`src/rtl/serial_nibble_adder_ctrl_pkg.sv`:
```
// Shared types and constants for the serial nibble adder.
// Holds the FSM state encoding and the width of one adder slice.
package sna_pkg;

    typedef enum logic [1:0] {
        IDLE = 2'd0,
        RUN  = 2'd1,
        DONE = 2'd2
    } sna_state_t;

    localparam int NIB_W = 4;

endpackage

```
`src/rtl/nibble_adder_cin.sv`:
```
// 4-bit ripple adder with carry-in, built from full-adder cells.
// This is the single arithmetic slice that the top steps across the operands.
module nibble_adder_cin
    import sna_pkg::*;
(
    input  logic [NIB_W-1:0] a,
    input  logic [NIB_W-1:0] b,
    input  logic             cin,
    output logic [NIB_W-1:0] s,
    output logic             cout
);

    logic [NIB_W:0] c;

    assign c[0] = cin;

    for (genvar i = 0; i < NIB_W; i++) begin : g_fa
        assign s[i]   = a[i] ^ b[i] ^ c[i];
        assign c[i+1] = (a[i] & b[i]) | (c[i] & (a[i] ^ b[i]));
    end

    assign cout = c[NIB_W];

endmodule

```
`src/rtl/serial_nibble_adder_ctrl.sv`:
```
// Multi-cycle WIDTH-bit adder stepping one nibble slice per clock, LSB nibble first.
// Define SNA_SUB_EN to add the op_sub port (a-b via inverted b and carry-in of 1).
//
// Handshake: a transfer happens on a rising edge where valid && ready are both high;
// in_ready is high only in IDLE, out_valid only in DONE, and the producer/consumer
// may hold valid high for any number of cycles.
module serial_nibble_adder_ctrl
    import sna_pkg::*;
#(
    parameter int WIDTH = 16
) (
    input  logic             clk,
    input  logic             rst_n,
    input  logic             in_valid,
    output logic             in_ready,
    input  logic [WIDTH-1:0] a,
    input  logic [WIDTH-1:0] b,
`ifdef SNA_SUB_EN
    input  logic             op_sub,
`endif
    output logic             out_valid,
    input  logic             out_ready,
    output logic [WIDTH-1:0] sum,
    output logic             carry_out,
    output sna_state_t       dbg_state
);

    localparam int NIB   = WIDTH / NIB_W;
    localparam int CNT_W = (NIB > 1) ? $clog2(NIB) : 1;
    localparam logic [CNT_W-1:0] CNT_LAST = CNT_W'(NIB - 1);

    sna_state_t       state, state_nxt;
    logic [WIDTH-1:0] a_sh, b_sh, sum_r;
    logic             cin_reg, cout_r;
    logic [CNT_W-1:0] cnt;
    logic             accept;
    logic             sub_sel;

    logic [NIB_W-1:0] nib_s;
    logic             nib_c;

`ifdef SNA_SUB_EN
    assign sub_sel = op_sub;
`else
    assign sub_sel = 1'b0;
`endif

    nibble_adder_cin u_slice (
        .a    (a_sh[NIB_W-1:0]),
        .b    (b_sh[NIB_W-1:0]),
        .cin  (cin_reg),
        .s    (nib_s),
        .cout (nib_c)
    );

    always_comb begin
        state_nxt = state;
        in_ready  = 1'b0;
        out_valid = 1'b0;
        case (state)
            IDLE: begin
                in_ready = 1'b1;
                if (in_valid) state_nxt = RUN;
            end
            RUN: begin
                if (cnt == CNT_LAST) state_nxt = DONE;
            end
            DONE: begin
                out_valid = 1'b1;
                if (out_ready) state_nxt = IDLE;
            end
            default: state_nxt = IDLE;
        endcase
    end

    assign accept = in_valid && in_ready;

    always_ff @(posedge clk or negedge rst_n) begin
        if (!rst_n) state <= IDLE;
        else        state <= state_nxt;
    end

    // Subtraction is folded in at latch time so the RUN datapath never changes.
    always_ff @(posedge clk or negedge rst_n) begin
        if (!rst_n) begin
            a_sh    <= '0;
            b_sh    <= '0;
            sum_r   <= '0;
            cin_reg <= 1'b0;
            cout_r  <= 1'b0;
            cnt     <= '0;
        end else begin
            case (state)
                IDLE: begin
                    if (accept) begin
                        a_sh    <= a;
                        b_sh    <= sub_sel ? ~b : b;
                        cin_reg <= sub_sel;
                        cnt     <= '0;
                    end
                end
                RUN: begin
                    a_sh    <= a_sh >> NIB_W;
                    b_sh    <= b_sh >> NIB_W;
                    sum_r   <= {nib_s, sum_r[WIDTH-1:NIB_W]};
                    cin_reg <= nib_c;
                    cnt     <= cnt + CNT_W'(1);
                    if (cnt == CNT_LAST) cout_r <= nib_c;
                end
                default: ;
            endcase
        end
    end

    assign sum       = sum_r;
    assign carry_out = cout_r;
    assign dbg_state = state;

endmodule

```
`config.mk`:
```
export PLATFORM = sky130hd
export DESIGN_NAME = serial_nibble_adder_ctrl
export DESIGN_NICKNAME = d
export VERILOG_FILES = /design/src/rtl/serial_nibble_adder_ctrl_pkg.sv /design/src/rtl/nibble_adder_cin.sv /design/src/rtl/serial_nibble_adder_ctrl.sv
export SDC_FILE = /design/constraint.sdc
export NUM_CORES = 1
export LEC_CHECK = 0
export ABC_CLOCK_PERIOD_IN_PS = 2800
export CAP_MARGIN = 20
export CORE_MARGIN = 1
export CORE_UTILIZATION = 49
export DETAILED_ROUTE_END_ITERATION = 12
export HOLD_SLACK_MARGIN = 0.12
export PLACE_DENSITY = 0.85
export RECOVER_POWER = 50
export SLEW_MARGIN = 20
export SYNTH_ARGS = -nofsm -noshare
export SYNTH_HDL_FRONTEND = slang
export SYNTH_SLANG_ARGS = --single-unit
```
`constraint.sdc`:
```
create_clock -name clk -period 2.8 [get_ports clk]
set_input_delay 0.28 -clock clk [delete_from_list [all_inputs] [get_ports clk]]
set_output_delay 0.28 -clock clk [all_outputs]
set_load 0.03 [all_outputs]
```
==> results of run 1 <==
==> worst max path at each step <==
stage                       from         to  cells after the start
finish              dbg_state[1]  out_valid                      3
global route               rst_n    sum[15]                      3
CTS                 dbg_state[1]  out_valid                      3
detailed placement       a_sh[0]    sum[15]                      8
global placement         a_sh[0]    sum[15]                      8
floorplan                a_sh[0]    sum[15]                      8
==> layout make-up <==
class / instances / share of cell area
flip-flops and latches: 54 / 0.446
multi-input cells: 124 / 0.298
repair buffers: 61 / 0.193
clock buffers: 7 / 0.0285
well taps: 52 / 0.0215
inverters: 9 / 0.0111
clock inverters: 1 / 0.00165
==> cell usage after synthesis, drive strengths merged <==
library cell | number | area [sq um]
fa | 4 | 80.1
nand2b | 4 | 25.0
a2bb2oi | 8 | 70.1
nand2 | 9 | 33.8
inv | 9 | 33.8
ha | 1 | 12.5
a21oi | 17 | 85.1
o31ai | 1 | 7.51
o21bai | 1 | 7.51
nand3b | 1 | 7.51
nor2b | 1 | 6.26
a22o | 4 | 35.0
mux2 | 14 | 188
o22ai | 40 | 250
a32o | 1 | 10.0
nor2 | 5 | 21.3
o21ai | 13 | 65.1
buf | 12 | 77.6
dfrtp | 54 | 1350
clkbuf | 3 | 11.3
==> power groups by stage <==
stage / clock network [mW] / logic, mW / registers, mW
floorplan: 0 / 1.17 / 1.67
global placement: 0 / 1.85 / 1.47
detailed placement: 0 / 1.93 / 1.49
CTS: 0.450 / 1.94 / 1.48
global route: 0.477 / 2.08 / 1.53
finish: 0.437 / 1.92 / 1.48
==> cells by family after synthesis <==
| logic type | after synthesis | synth area share |
|---|---|---|
| AOI/OAI and AO/OA | 85 | 0.223 |
| and+or+nand+nor | 20 | 0.0395 |
| adders and majority gates | 5 | 0.0389 |
| DFF | 54 | 0.568 |
| muxes | 14 | 0.0789 |
| buffers and inverters | 24 | 0.0515 |
==> repair_timing <==
item,CTS,global route
gates resized for setup,0,0
endpoints found under the hold margin,30,0
endpoints found under the setup margin,0,0
hold buffers,1,0
==> per-stage QoR <==
step | power, mW | instances
global route | 4.09 | 308
finish | 3.83 | 308
detailed placement | 3.42 | 299
global placement | 3.32 | 299
CTS | 3.87 | 308
floorplan | 2.83 | 202
==> layer usage <==
| metal | wire (um) | vias to the layer above |
|---|---|---|
| met5 | 0 | - |
| met4 | 86 | 0 |
| met3 | 254 | 10 |
| met2 | 2580 | 68 |
| met1 | 2330 | 895 |
| li1 | - | 861 |
==> critical path: stages (launching register included) <==
cell,delay [ps]
sky130_fd_sc_hd__dfrtp_1,590
sky130_fd_sc_hd__inv_2,310
sky130_fd_sc_hd__nor2_1,170
sky130_fd_sc_hd__clkdlybuf4s50_1,680
==> metrics, run 1 <==
Post-Route Hold Slack 506 ps; Synth Area per Inst 11.8 sq um; Synth cell types 25; most frequent standard cell in the layout excluding fill and tap cells sky130_fd_sc_hd__dfrtp_1; area of all sequential standard cells 1350 sq um; net switching fraction of the power 0.403; width of the chip 71.7 um; number of top-level pins 57; leak pwr 1.30 nW; VDD IR-drop max 894 uV; number of design-rule violations left by the first detailed-router iteration 100; sequential group share of total power 0.385; clock buffer depth 2; pin count of the biggest net entering global routing 36; GRT Total Usage 0.222; number of hold-slack violations in the final timing report 0; required time at the endpoint of the critical path 2520 ps; sink count of the clock tree 54; minimum setup slack among reg-to-reg paths 570 ps; met3 routing resource usage after global routing 0.0323; startpoint of the worst-slack reg-to-reg timing path a_sh[0]; post-synthesis instance area 2380 sq um; sum of routed wire length over all layers 5250 um; clock tree from TritonCTS done; Final Max Slew Viols 33; Global Route met1 Usage 0.303; proportion of synthesized chip area in sequential cells 0.568; initial antenna violation count 0; type of the worst setup path flip-flop to output port; fin crit period 2340 ps; post-DR wirelength/cell 17.0 um; number of failing setup endpoints in the final timing report 0; area growth from synthesis to final layout 27.5%; Placement Rows 24; number of buffers created by CTS 5; clock group share of total power 0.114; Worst Hold Launch sum[1]; via count of the first global-routing pass 1827; library cell used as clock root buffer sky130_fd_sc_hd__clkbuf_8; H-tree lvl count 2; Top Usage Layer GRT met2; Setup WS pre-CTS 593 ps; detailed-router iteration count before antenna repair 4; wire length of the first global-routing pass 8710 um; synthesized netlist net count 243; detailed placement HPWL 3600 um; Avg Vias per Cell 5.95; grt total ovfl 0; final setup margin 458 ps; clock-pin slew on the worst setup and hold paths 90 ps; combined area of the multi-input logic cells 905 sq um; Yosys Warn Count 0; # DRC 0; utilization after layout 0.673; starting utilization of the core area 0.528; flip-flop and latch count after synthesis 54; relative slew slack -0.157; antenna fix cells 0; Port Buffer Count 56; Final Net Count 296; last weighted congestion value of the routability-driven placer 0.764; number of filler instances in the final layout 375; most frequent cells in the layout sky130_fd_sc_hd__dfrtp_1 (54), sky130_fd_sc_hd__clkdlybuf4s50_1 (50), sky130_fd_sc_hd__o22ai_1 (40); max-capacitance violation count 1; Routed Antenna Nets 0; synthesized netlist cell count 202; Hold Crit Endpoint sum[1]; total core area 4500 sq um; Max Freq 0.427 GHz; slew at the pin closest to its max-slew limit 1740 ps; final clock skew 8.06 ps; floorplan die height 71.7 um; Worst EP arrival 2060 ps; critical path peak fanout 27; P per Cell Area 1260 nW/um^2; Combinational Power Share 0.501; Hold Crit Class flip-flop to flip-flop; result of the run complete, but fails checks; met2 global-route usage 0.364; CP Capture Type output port; Hold Crit Depth 1; net switching power of the design 1.55 mW; FF-to-FF End sum[15]; post-CTS setup buffer count 0; setup_tns 0 ps; count of cells along the worst register-to-register path 8; kind of launch point of the worst setup path flip-flop; die area 5140 sq um; Final Cell Area 3030 sq um; violated checks capacitance limit, slew limit; fraction of layout cells with a size suffix above 1 0.102; number of vias after detailed routing 1834; area of placed instances 2940 sq um; setup repair after global routing missed its margin no; worst-skew pair later-pin latency 300 ps; ratio of final minimum period to clock period 0.837; cell internal power dissipation 2.29 mW
Note: power is estimated with default switching activity, not from simulation.
==> inputs of run 2 (changes only) <==
--- a/config.mk
+++ b/config.mk
@@ -5,13 +5,13 @@
 export SDC_FILE = /design/constraint.sdc
 export NUM_CORES = 1
 export LEC_CHECK = 0
-export ABC_CLOCK_PERIOD_IN_PS = 2800
+export ABC_CLOCK_PERIOD_IN_PS = 1900
 export CAP_MARGIN = 20
 export CORE_MARGIN = 1
-export CORE_UTILIZATION = 49
+export CORE_UTILIZATION = 44
 export DETAILED_ROUTE_END_ITERATION = 12
 export HOLD_SLACK_MARGIN = 0.12
-export PLACE_DENSITY = 0.85
+export PLACE_DENSITY = 0.81
 export RECOVER_POWER = 50
 export SLEW_MARGIN = 20
 export SYNTH_ARGS = -nofsm -noshare
==> constraint.sdc (replaced) <==
create_clock -name clk -period 1.9 [get_ports clk]
set_input_delay 0.19 -clock clk [delete_from_list [all_inputs] [get_ports clk]]
set_output_delay 0.19 -clock clk [all_outputs]
set_load 0.03 [all_outputs]
==> metrics, run 2 (synthesis results as in run 1) <==
result of the run complete, but fails checks (unchanged); violated checks setup timing (was capacitance limit, slew limit); # DRC 0 (unchanged); fin crit period 2090 ps; Placement Rows 26 (was 24); clock group share of total power 0.111 (was 0.114); relative slew slack 0.520 (was -0.157); P per Cell Area 1870 nW/um^2 (was 1260 nW/um^2); Post-Route Hold Slack 409 ps (was 506 ps); sum of routed wire length over all layers 5290 um (was 5250 um); wire length of the first global-routing pass 8680 um (was 8710 um); Avg Vias per Cell 5.56 (was 5.95); final setup margin -190 ps (was 458 ps); Routed Antenna Nets 0 (unchanged); Max Freq 0.479 GHz; CP Capture Type flip-flop (was output port); GRT Total Usage 0.206 (was 0.222); leak pwr 1.35 nW (was 1.30 nW); worst-skew pair later-pin latency 310 ps (was 300 ps); detailed placement HPWL 3690 um (was 3600 um); utilization after layout 0.607 (was 0.673); area growth from synthesis to final layout 32.1% (was 27.5%); Final Max Slew Viols 0 (was 33); kind of launch point of the worst setup path flip-flop (unchanged); fraction of layout cells with a size suffix above 1 0.159 (was 0.102); cell with the largest stage delay on the worst path sky130_fd_sc_hd__dfrtp_1 (was sky130_fd_sc_hd__clkdlybuf4s50_1); Combinational Power Share 0.519 (was 0.501); type of the worst setup path flip-flop to flip-flop (was flip-flop to output port); clock-pin slew on the worst setup and hold paths 90 ps (about the same); max-capacitance violation count 0 (was 1); starting utilization of the core area 0.460 (was 0.528); clock tree from TritonCTS done (unchanged); buffer and inverter count on the worst path 3 (was 2); floorplan die height 75.5 um (was 71.7 um); number of vias after detailed routing 1857 (was 1834); number of buffers created by CTS 5 (unchanged); antenna fix cells 0 (unchanged); cell internal power dissipation 3.54 mW (was 2.29 mW); library cell used as clock root buffer sky130_fd_sc_hd__clkbuf_8 (unchanged); cell chain of the critical path fa_2 > inv_2 > fa_2 > inv_2 > fa_2 > inv_2 > fa_1 > o21ai_1 (was inv_2 > nor2_1 > clkdlybuf4s50_1); slew at the pin closest to its max-slew limit 720 ps (was 1740 ps); post-DR wirelength/cell 15.8 um (was 17.0 um); die area 5700 sq um (was 5140 sq um); via count of the first global-routing pass 1816 (was 1827); number of filler instances in the final layout 423 (was 375); H-tree lvl count 2 (unchanged); sink count of the clock tree 54 (unchanged); number of hold-slack violations in the final timing report 0 (unchanged); combined area of the multi-input logic cells 912 sq um (was 905 sq um); setup repair after global routing missed its margin yes (was no); Hold Crit Class input port to async pin (was flip-flop to flip-flop); number of failing setup endpoints in the final timing report 2 (was 0); clock buffer depth 2 (unchanged); number of top-level pins 57 (unchanged); sequential group share of total power 0.370 (was 0.385); total core area 5170 sq um (was 4500 sq um); ratio of final minimum period to clock period 1.10; minimum setup slack among reg-to-reg paths -190 ps (was 570 ps); Worst EP arrival 2330 ps (was 2060 ps); Final Net Count 304 (was 296); Port Buffer Count 56 (unchanged); grt total ovfl 0 (unchanged); required time at the endpoint of the critical path 2140 ps (was 2520 ps); width of the chip 75.5 um (was 71.7 um); most frequent cells in the layout sky130_fd_sc_hd__dfrtp_1 (54), sky130_fd_sc_hd__clkdlybuf4s50_1 (54), sky130_fd_sc_hd__o22ai_1 (40) (was sky130_fd_sc_hd__dfrtp_1 (54), sky130_fd_sc_hd__clkdlybuf4s50_1 (50), sky130_fd_sc_hd__o22ai_1 (40)); final clock skew 2.09 ps (was 8.06 ps); initial antenna violation count 0 (unchanged); last weighted congestion value of the routability-driven placer 0.775 (was 0.764); critical path peak fanout 2 (was 27); pin count of the biggest net entering global routing 37 (was 36); area of all sequential standard cells 1350 sq um (unchanged); Setup WS pre-CTS -187 ps (was 593 ps); number of design-rule violations left by the first detailed-router iteration 94 (was 100); detailed-router iteration count before antenna repair 4 (unchanged); net switching power of the design 2.34 mW (was 1.55 mW); VDD IR-drop max 818 uV (was 894 uV); highest cell delay on the worst timing path 420 ps (was 680 ps); cell family with the largest share of critical-path delay adder cells (was buffers and inverters); net switching fraction of the power 0.398 (was 0.403)
[run 2: what timing repair did]
| item | in CTS | in global routing |
|---|---|---|
| resized for setup | 4 | 1 |
| pin swaps | 1 | 4 |
| endpoints found under the hold margin | 24 | 0 |
| setup buffers | 1 | 0 |
| hold buffers | 1 | 0 |
| endpoints found under the setup margin | 4 | 5 |
[run 2: area by class of cell]
type | instances | share of cell area
Tap cell | 70 | 0.0279
Inverter | 9 | 0.0108
Clock buffer | 7 | 0.0275
Clock inverter | 1 | 0.00159
Sequential cell | 54 | 0.430
Multi-Input combinational cell | 124 | 0.290
Timing Repair Buffer | 69 | 0.212
[run 2: worst reg2reg max path, cell delays in order (launching register included)]
cell	delay [ps]
sky130_fd_sc_hd__dfrtp_1	420
sky130_fd_sc_hd__fa_2	400
sky130_fd_sc_hd__inv_2	60
sky130_fd_sc_hd__fa_2	180
sky130_fd_sc_hd__inv_2	40
sky130_fd_sc_hd__fa_2	330
sky130_fd_sc_hd__inv_2	60
sky130_fd_sc_hd__fa_1	400
sky130_fd_sc_hd__o21ai_1	130
[run 2: power by group through the flow]
stage                     Sequential [mW]  Clock, mW  Combinational, mW
final                                2.18      0.654               3.05
after global routing                 2.26      0.713               3.31
after CTS                            2.18      0.665               3.07
after detailed placement             2.20          0               3.03
after global placement               2.16          0               2.91
after floorplan                      2.46          0               1.75
[run 2: through the flow]
step                      cell area [sq um]  total power, mW  instances  TNS, ps
final                                  3140             5.88        334     -236
after global routing                   3140             6.28        334     -469
after CTS                              3160             5.92        334     -190
after detailed placement               3050             5.23        324     -265
after global placement                 3050             5.07        324     -106
after floorplan                        2390             4.21        202    -86.1
[run 2: metal layers]
layer,global-route usage,wire (um)
met1,0.267,2290
met3,0.0489,311
met4,0.0556,57
met2,0.350,2630
met5,0,0
[run 2: final timing paths]
kind	start	to	depth (start not counted)
worst max-delay path	a_sh[0]	sum[15]	8
min in group clk	a[12]	a_sh[12]	3
worst max register to register	a_sh[0]	sum[15]	8
max in group asynchronous	rst_n	b_sh[13]	3
worst min register to register	sum[1]	sum[1]	1
worst min-delay path	rst_n	sum[8]	2
==> inputs of run 3 (changes only) <==
--- a/config.mk
+++ b/config.mk
@@ -8,10 +8,10 @@
 export ABC_CLOCK_PERIOD_IN_PS = 1900
 export CAP_MARGIN = 20
 export CORE_MARGIN = 1
-export CORE_UTILIZATION = 44
+export CORE_UTILIZATION = 30
 export DETAILED_ROUTE_END_ITERATION = 12
 export HOLD_SLACK_MARGIN = 0.12
-export PLACE_DENSITY = 0.81
+export PLACE_DENSITY = 0.61
 export RECOVER_POWER = 50
 export SLEW_MARGIN = 20
 export SYNTH_ARGS = -nofsm -noshare
==> metrics, run 3 (synthesis results as in run 1) <==
starting utilization of the core area 0.309 (was 0.460); cell internal power dissipation 3.65 mW (was 3.54 mW); library cell used as clock root buffer sky130_fd_sc_hd__clkbuf_8 (unchanged); P per Cell Area 1850 nW/um^2 (was 1870 nW/um^2); sink count of the clock tree 54 (unchanged); highest cell delay on the worst timing path 410 ps (was 420 ps); number of buffers created by CTS 5 (unchanged); Port Buffer Count 56 (unchanged); Final Max Slew Viols 0 (unchanged); detailed placement HPWL 3650 um (was 3690 um); max-capacitance violation count 0 (unchanged); final clock skew 7.25 ps (was 2.09 ps); final setup margin -159 ps (was -190 ps); clock-pin slew on the worst setup and hold paths 90 ps (about the same); antenna fix cells 0 (unchanged); fraction of layout cells with a size suffix above 1 0.159 (unchanged); clock tree from TritonCTS done (unchanged); minimum setup slack among reg-to-reg paths -160 ps (was -190 ps); die area 8290 sq um (was 5700 sq um); Combinational Power Share 0.503 (was 0.519); Max Freq 0.486 GHz (was 0.479 GHz); VDD IR-drop max 908 uV (was 818 uV); result of the run complete, but fails checks (unchanged); ratio of final minimum period to clock period 1.08 (was 1.10); number of filler instances in the final layout 762 (was 423); area growth from synthesis to final layout 34.7% (was 32.1%); floorplan die height 91.0 um (was 75.5 um); area of placed instances 3070 sq um (was 3050 sq um); number of failing setup endpoints in the final timing report 3 (was 2); Final Net Count 305 (was 304); cell with the largest stage delay on the worst path sky130_fd_sc_hd__dfrtp_1 (unchanged); cell chain of the critical path fa_2 > inv_2 > fa_2 > inv_2 > fa_2 > inv_2 > fa_1 > o21ai_1 (unchanged); sequential group share of total power 0.366 (was 0.370); post-DR wirelength/cell 14.3 um (was 15.8 um); via count of the first global-routing pass 1709 (was 1816); clock group share of total power 0.132 (was 0.111); Routed Antenna Nets 0 (unchanged); net switching power of the design 2.28 mW (was 2.34 mW); clock buffer depth 2 (unchanged); total core area 7690 sq um (was 5170 sq um); most frequent cells in the layout sky130_fd_sc_hd__dfrtp_1 (53), sky130_fd_sc_hd__clkdlybuf4s50_1 (53), sky130_fd_sc_hd__o22ai_1 (40) (was sky130_fd_sc_hd__dfrtp_1 (54), sky130_fd_sc_hd__clkdlybuf4s50_1 (54), sky130_fd_sc_hd__o22ai_1 (40)); leak pwr 1.36 nW (was 1.35 nW); critical path peak fanout 2 (unchanged); setup repair after global routing missed its margin yes (unchanged); number of hold-slack violations in the final timing report 0 (unchanged); last weighted congestion value of the routability-driven placer 0.779 (was 0.775); type of the worst setup path flip-flop to flip-flop (unchanged); required time at the endpoint of the critical path 2130 ps (was 2140 ps); utilization after layout 0.417 (was 0.607); relative slew slack 0.387 (was 0.520); Final Cell Area 3200 sq um (was 3140 sq um); sum of routed wire length over all layers 5250 um (was 5290 um); pin count of the biggest net entering global routing 37 (unchanged); Worst EP arrival 2290 ps (was 2330 ps); slew at the pin closest to its max-slew limit 920 ps (was 720 ps); number of vias after detailed routing 1801 (was 1857); Placement Rows 32 (was 26); H-tree lvl count 2 (unchanged); violated checks setup timing (unchanged); worst-skew pair later-pin latency 300 ps (was 310 ps); wire length of the first global-routing pass 8800 um (was 8680 um); Hold Crit Class input port to flip-flop (was input port to async pin); detailed-router iteration count before antenna repair 4 (unchanged); initial antenna violation count 0 (unchanged); CP Capture Type flip-flop (unchanged); net switching fraction of the power 0.384 (was 0.398); GRT Total Usage 0.134 (was 0.206); fin crit period 2060 ps (was 2090 ps); Post-Route Hold Slack 421 ps (was 409 ps); number of top-level pins 57 (unchanged); width of the chip 91.0 um (was 75.5 um); # DRC 0 (unchanged); Avg Vias per Cell 4.92 (was 5.56); number of design-rule violations left by the first detailed-router iteration 85 (was 94); grt total ovfl 0 (unchanged); kind of launch point of the worst setup path flip-flop (unchanged)
[run 3: changes by cell type in the layout (fill, tap and decap cells not counted), sizes merged]
cell	before	now
bufinv	0	1
buf	10	11
clkdlybuf4s50	54	53
clkinv	1	0
[run 3: power by group through the flow]
stage / logic [mW] / clock network (mW) / registers (mW)
after floorplan: 1.75 / 0 / 2.46
after global placement: 2.93 / 0 / 2.18
after detailed placement: 2.98 / 0 / 2.20
after CTS: 3.03 / 0.803 / 2.18
after global routing: 3.22 / 0.860 / 2.27
final: 2.98 / 0.780 / 2.17
[run 3: path summary, 6_finish.rpt]
kind,endpoint,cells past startpoint,from
max,sum[15],8,b_sh[0]
min,a_sh[13],3,a[13]
max reg2reg,sum[15],8,b_sh[0]
min reg2reg,sum[2],1,sum[2]
max in group asynchronous,cin_reg,3,rst_n
min in group asynchronous,sum[0],2,rst_n
[run 3: critical path, delay by kind of cell, from the launching register on]
| family | cells | cell delay (ps) |
|---|---|---|
| buffers and inverters | 3 | 160 |
| DFF | 1 | 410 |
| AOI/OAI and AO/OA | 1 | 130 |
| adders and majority gates | 4 | 1290 |
[run 3: layer usage]
layer,global-route usage,up-vias,routed length (um)
met4,0.0357,0,58
met3,0.0335,5,215
met5,0,-,0
met1,0.187,880,2610
li1,-,873,-
met2,0.208,43,2360
[run 3: final cells by class]
| cell class | count | area, sq um | area share |
|---|---|---|---|
| Timing Repair Buffer | 70 | 666 | 0.208 |
| Clock inverter | 1 | 30.0 | 0.00937 |
| Sequential cell | 54 | 1350 | 0.422 |
| Inverter | 9 | 33.8 | 0.0105 |
| Clock buffer | 6 | 82.6 | 0.0258 |
| Multi-Input combinational cell | 124 | 912 | 0.285 |
| Tap cell | 102 | 128 | 0.0398 |
[run 3: timing repair]
action,4_1_cts,5_1_grt
buffers inserted,2,0
hold buffers,1,0
pin swaps,2,2
gates resized for setup,3,3
hold endpoints to repair,16,0
setup endpoints to repair,5,6
[run 3: stage by stage]
step           setup TNS (ps)  worst slack (ps)  instances  power, mW
6_report                 -261              -159        366       5.93
5_1_grt                  -652              -248        366       6.35
4_1_cts                  -210              -188        366       6.01
3_5_place_dp             -230              -179        356       5.18
3_3_place_gp             -114              -114        356       5.11
2_1_floorplan           -86.1             -86.1        202       4.21
